--- src/rtl/uart_pkg.sv ---
// Shared UART definitions: FSM states, parity-type encodings and default widths.
package uart_pkg;
  localparam int UART_DATA_WIDTH     = 8;
  localparam int UART_PRESCALE_WIDTH = 6;

  localparam logic PAR_EVEN = 1'b0;
  localparam logic PAR_ODD  = 1'b1;

  typedef enum logic [2:0] {IDLE, START, DATA, PARITY, STOP} uart_state_e;
endpackage

--- src/rtl/uart_bit_timer.sv ---
// Bit-period timer: latches the prescale on load, treats 0 as 1, and pulses
// bit_tick on the last clock of every bit while enabled.
module uart_bit_timer
  import uart_pkg::*;
#(
  parameter int PRESCALE_WIDTH = UART_PRESCALE_WIDTH
) (
  input  logic                      gclk,
  input  logic                      grst_n,
  input  logic                      load,
  input  logic                      en,
  input  logic [PRESCALE_WIDTH-1:0] prescale,
  output logic                      bit_tick
);
  logic [PRESCALE_WIDTH-1:0] p_q, p_d;
  logic [PRESCALE_WIDTH-1:0] cyc_cnt_q, cyc_cnt_d;

  always_comb begin
    p_d       = p_q;
    cyc_cnt_d = cyc_cnt_q;
    bit_tick  = en && (cyc_cnt_q == p_q - 1'b1);
    if (load) begin
      p_d       = (prescale == '0) ? PRESCALE_WIDTH'(1) : prescale;
      cyc_cnt_d = '0;
    end else if (!en || bit_tick) begin
      cyc_cnt_d = '0;
    end else begin
      cyc_cnt_d = cyc_cnt_q + 1'b1;
    end
  end

  always_ff @(posedge gclk) begin
    if (!grst_n) begin
      p_q       <= '0;
      cyc_cnt_q <= '0;
    end else begin
      p_q       <= p_d;
      cyc_cnt_q <= cyc_cnt_d;
    end
  end
endmodule

--- src/rtl/uart_tx_core.sv ---
// UART transmitter: start, DATA_WIDTH data bits LSB first, optional parity, stop.
// Define UART_TX_TWO_STOP_EN to send two stop bits instead of one.
module uart_tx_core
  import uart_pkg::*;
#(
  parameter int DATA_WIDTH     = UART_DATA_WIDTH,
  parameter int PRESCALE_WIDTH = UART_PRESCALE_WIDTH
) (
  input  logic                      CLK,
  input  logic                      RST,
  input  logic [DATA_WIDTH-1:0]     P_DATA,
  input  logic                      Data_Valid,
  input  logic                      PAR_EN,
  input  logic                      PAR_TYP,
  input  logic [PRESCALE_WIDTH-1:0] Prescale,
  output logic                      TX_OUT,
  output logic                      Busy,
  output logic                      Tx_Done
);
  localparam int BCW = $clog2(DATA_WIDTH);

  uart_state_e           state_q, state_d;
  logic [DATA_WIDTH-1:0] shift_q, shift_d;
  logic [BCW-1:0]        bit_cnt_q, bit_cnt_d;
  logic                  par_q, par_d;
  logic                  par_en_q, par_en_d;
  logic                  tx_q, tx_d;
  logic                  busy_q, busy_d;
  logic                  done_q, done_d;
  logic                  accept;
  logic                  bit_tick;
  logic                  stop_last;

  uart_bit_timer #(.PRESCALE_WIDTH(PRESCALE_WIDTH)) u_timer (
    .gclk    (CLK),
    .grst_n  (RST),
    .load    (accept),
    .en      (busy_q),
    .prescale(Prescale),
    .bit_tick(bit_tick)
  );

  // bit_cnt is idle during STOP, so it doubles as the stop-bit counter.
`ifdef UART_TX_TWO_STOP_EN
  assign stop_last = (bit_cnt_q != '0);
`else
  assign stop_last = 1'b1;
`endif

  always_comb begin
    state_d   = state_q;
    shift_d   = shift_q;
    bit_cnt_d = bit_cnt_q;
    par_d     = par_q;
    par_en_d  = par_en_q;
    tx_d      = tx_q;
    busy_d    = busy_q;
    done_d    = 1'b0;
    accept    = 1'b0;
    case (state_q)
      IDLE: begin
        tx_d   = 1'b1;
        busy_d = 1'b0;
        if (Data_Valid) begin
          accept    = 1'b1;
          shift_d   = P_DATA;
          par_en_d  = PAR_EN;
          par_d     = (PAR_TYP == PAR_ODD) ? ~^P_DATA : ^P_DATA;
          bit_cnt_d = '0;
          state_d   = START;
          tx_d      = 1'b0;
          busy_d    = 1'b1;
        end
      end
      START: if (bit_tick) begin
        state_d = DATA;
        tx_d    = shift_q[0];
      end
      DATA: if (bit_tick) begin
        if (bit_cnt_q == BCW'(DATA_WIDTH - 1)) begin
          bit_cnt_d = '0;
          if (par_en_q) begin
            state_d = PARITY;
            tx_d    = par_q;
          end else begin
            state_d = STOP;
            tx_d    = 1'b1;
          end
        end else begin
          // TX_OUT is registered, so it takes the bit the shift is about to expose.
          shift_d   = shift_q >> 1;
          bit_cnt_d = bit_cnt_q + 1'b1;
          tx_d      = shift_q[1];
        end
      end
      PARITY: if (bit_tick) begin
        state_d = STOP;
        tx_d    = 1'b1;
      end
      STOP: if (bit_tick) begin
        if (stop_last) begin
          state_d   = IDLE;
          bit_cnt_d = '0;
          tx_d      = 1'b1;
          busy_d    = 1'b0;
          done_d    = 1'b1;
        end else begin
          bit_cnt_d = BCW'(1);
        end
      end
      default: state_d = IDLE;
    endcase
  end

  always_ff @(posedge CLK) begin
    if (!RST) begin
      state_q   <= IDLE;
      shift_q   <= '0;
      bit_cnt_q <= '0;
      par_q     <= 1'b0;
      par_en_q  <= 1'b0;
      tx_q      <= 1'b1;
      busy_q    <= 1'b0;
      done_q    <= 1'b0;
    end else begin
      state_q   <= state_d;
      shift_q   <= shift_d;
      bit_cnt_q <= bit_cnt_d;
      par_q     <= par_d;
      par_en_q  <= par_en_d;
      tx_q      <= tx_d;
      busy_q    <= busy_d;
      done_q    <= done_d;
    end
  end

  assign TX_OUT  = tx_q;
  assign Busy    = busy_q;
  assign Tx_Done = done_q;
endmodule

--- config.mk ---
export PLATFORM = sky130hd
export DESIGN_NAME = uart_tx_core
export DESIGN_NICKNAME = d
export VERILOG_FILES = /design/src/rtl/uart_pkg.sv /design/src/rtl/uart_bit_timer.sv /design/src/rtl/uart_tx_core.sv
export SDC_FILE = /design/constraint.sdc
export NUM_CORES = 1
export LEC_CHECK = 0
export CAP_MARGIN = 5
export CORE_UTILIZATION = 40
export CTS_BUF_LIST = sky130_fd_sc_hd__clkbuf_4
export CTS_CLUSTER_DIAMETER = 150
export DETAILED_ROUTE_END_ITERATION = 16
export GPL_ROUTABILITY_DRIVEN = 0
export GPL_TIMING_DRIVEN = 0
export SLEW_MARGIN = 30
export SYNTH_ARGS = -nofsm -noshare
export SYNTH_HDL_FRONTEND = slang
export SYNTH_SLANG_ARGS = --single-unit
--- constraint.sdc ---
create_clock -name CLK -period 2.28 [get_ports CLK]
set_clock_uncertainty 0.05 [all_clocks]
set_input_delay 0.228 -clock CLK [delete_from_list [all_inputs] [get_ports CLK]]
set_output_delay 0.228 -clock CLK [all_outputs]
set_load 0.03 [all_outputs]
==> impl_metrics.yaml <==
status:
  status: "complete, no violations"
power:
  total_power_uw: 1100
  power_density_nw_per_um2: 521
  switching_share_pct: 27.5
  power_frac_seq_pct: 53.4
  p_int_uw: 795
  p_leak_uw: 0.000792
  power_frac_comb_pct: 18.8
  p_sw_uw: 302
  clockPowerShare_pct: 27.8
  ir_worst_vdd_mv: 0.264
routing:
  wl_per_cell_um: 14.2
  routed_via_density: 5.39
  wirelength_um: 3980
  ant_nets: 0
  remaining_drc_errors: 0
  drtIter0Drc: 81
  first_pass_iters: 4
  dr_total_vias: 1509
floorplan:
  initial_core_util_pct: 42.3
  num_rows: 23
  die_area_sq_um: 4560
  core_area_sq_um: 4060
  die_y_um: 67.5
  pin_count: 22
  fp.dieW_um: 67.5
worst_setup_path:
  cp_max_fo: 6
  start_kind: "register"
  cp_data_arrival_time_ns: 2.30
  cp-end-kind: "register"
  worstPathRequired_ns: 2.46
  critPathKind: "reg2reg"
placement:
  hpwlAfterDp_um: 2880
  numPlacedInstances: 269
  placed_area_sq_um: 1990
  port_buffers: 21
global_route:
  grt_pass1_vias: 1357
  overflow: 0
  grt_usage_pct: 19.5
  grt_pass1_wl_um: 6510
  antenna_found_initial: 0
  grt_max_degree: 11
clocking:
  numCtsBuffers: 5
  clk_pin_slew_ns: 0.10
  ctsHoldBuffers: 0
  ctsHtreeMaxLevel: 2
  clk-insertion-delay-late_ns: 0.33
  cts_buffer_depth: 2
  clock_sinks: 31
  cts_tree: "built"
  clockRootBuffer: "clkbuf_4"
timing:
  rsz0062_at_grt: "false"
  hold_viol: 0
  whs_ns: 0.418
  relSlewSlack_pct: 57.4
  max_clock_freq_mhz: 472
  setup-violations-final: 0
  finalMaxSlewViolations: 0
  min_period_ns: 2.12
  period_share_pct: 93.0
  worst_pin_slew_ns: 0.635
  fin_setup_tns_ns: 0
finish:
  final_cells: 280
  final_cell_area_sq_um: 2100
  syn_to_final_growth_pct: 22.5
  final_net_count: 252
  drive_gt1_share_pct: 11.7
  most-common-layout-cells: "dfxtp_1 (29), nand2_1 (21), clkdlybuf4s50_1 (21)"
  antenna_cells: 0
  layout_commonest_cell: "dfxtp_1"
synth:
  synth.ff_latch_count: 31
  synth.yosys.seq_area_share_pct: 36.1
  ys_warn_count: 0
  synth-edff-count: 0
  synth_cell_types: 47
  synthArstFlopShare_pct: 0
  synth_ff_type: "dfxtp_1"
  syn_inst: 198
  avgSynthCellArea_sq_um: 8.68
  netlist_area_sq_um: 1720
  synth_nets: 221
flow_run:
  drv_cap: 0
worst_hold_path:
  hold_class: "in2reg"
[path summary, 6_finish.rpt]
kind,start,endpoint,slack [ns],cells after the start
setup / recovery,u_timer.p_q[0]$_SDFFE_PN0P_,bit_cnt_q[1]$_SDFFE_PN0P_,0.16,8
hold / removal,PAR_EN,par_en_q$_SDFFE_PN0P_,0.42,3
setup reg to reg,u_timer.p_q[0]$_SDFFE_PN0P_,bit_cnt_q[1]$_SDFFE_PN0P_,0.16,8
hold reg to reg,shift_q[4]$_SDFFE_PN0P_,shift_q[4]$_SDFFE_PN0P_,0.42,2
[routing by layer]
metal / share of wire (%) / routed length, um / up-vias / global-route usage [%]
met4: 1.4 / 54 / 0 / 6.65
li1: - / - / 771 / -
met1: 49 / 1960 / 704 / 26.8
met3: 3.4 / 137 / 5 / 5.57
met5: 0 / 0 / - / 0
met2: 46 / 1830 / 29 / 29.0
[worst max-delay path: stages, from the launching register on]
cell and delay (ns):
dfxtp_4 0.38, inv_1 0.05, ha_2 0.18, and2_4 0.16, o21a_1 0.19, o31ai_4 0.38, a41oi_2 0.15, a31o_1 0.27
a32o_1 0.22
[state kept, by name (all words and copies together) (netlist names)]
signal and cells:
state_q 3, Tx_Done 1, u_timer.cyc_cnt_q 6, shift_q 8, Busy 1, par_q 1
par_en_q 1, u_timer.p_q 6, bit_cnt_q 3, TX_OUT 1
[kinds of logic (layout without fill, tap and decap cells)]
logic type,after synthesis,in the layout,share of synthesized area [%]
and+or+nand+nor,85,85,26.1
AOI/OAI and AO/OA,48,48,21.6
DFF,31,31,36.1
xor gates and xnor gates,18,18,9.18
buffers and inverters,11,43,3.50
adders and majority gates,4,4,2.91
muxes,1,1,0.583
[what timing repair did]
item,4_1_cts,5_1_grt
endpoints found under the setup margin,0,6
buffers inserted,0,2
gates resized for setup,0,6
hold endpoints to repair,0,0
[through the flow]
stage                     worst slack, ns  util [%]
after floorplan                     0.304         -
after global placement              0.131      49.1
after detailed placement           0.0881      49.1
after CTS                           0.105      50.4
after global routing               0.0147      51.9
final                               0.159      51.9
[cell type report]
class | instances | area (sq um)
buffer | 8 | 48.8
clock buffer | 6 | 45.0
clock inverter | 2 | 7.51
fill | 388 | 1950
inverter | 3 | 11.3
multi-input combinational | 156 | 1050
sequential | 31 | 626
tap | 50 | 62.6
timing repair buffer | 24 | 250
[cells in the mapped netlist (2+ instances only)]
cell type	instances	area, sq um
a211oi_2	2	25.0
a21boi_0	9	67.6
a21boi_1	5	37.5
a21oi_1	6	30.0
a31oi_1	7	43.8
a32o_1	2	20.0
and2_1	3	18.8
and2_4	2	17.5
and3_1	9	56.3
buf_4	2	15.0
clkbuf_1	5	18.8
dfxtp_1	31	621
ha_1	4	50.1
inv_1	3	11.3
nand2_1	21	78.8
nand2b_1	2	12.5
nand3_1	12	60.1
nand3b_1	3	22.5
nor2_1	16	60.1
nor2b_1	2	12.5
nor3_1	3	15.0
nor4b_1	2	17.5
o21a_1	2	15.0
o21ai_0	6	30.0
xnor2_1	12	105
xor2_1	6	52.6
[power groups by stage]
| stage | Clock [uW] | Combinational, uW | Sequential (uW) |
|---|---|---|---|
| 4_1_cts | 317 | 203 | 585 |
| 5_1_grt | 347 | 227 | 588 |
| 3_3_place_gp | 0 | 197 | 596 |
| 2_1_floorplan | 0 | 129 | 596 |
| 3_5_place_dp | 0 | 202 | 597 |
| 6_report | 305 | 206 | 585 |
No activity file was read; power rests on OpenSTA's default activity.
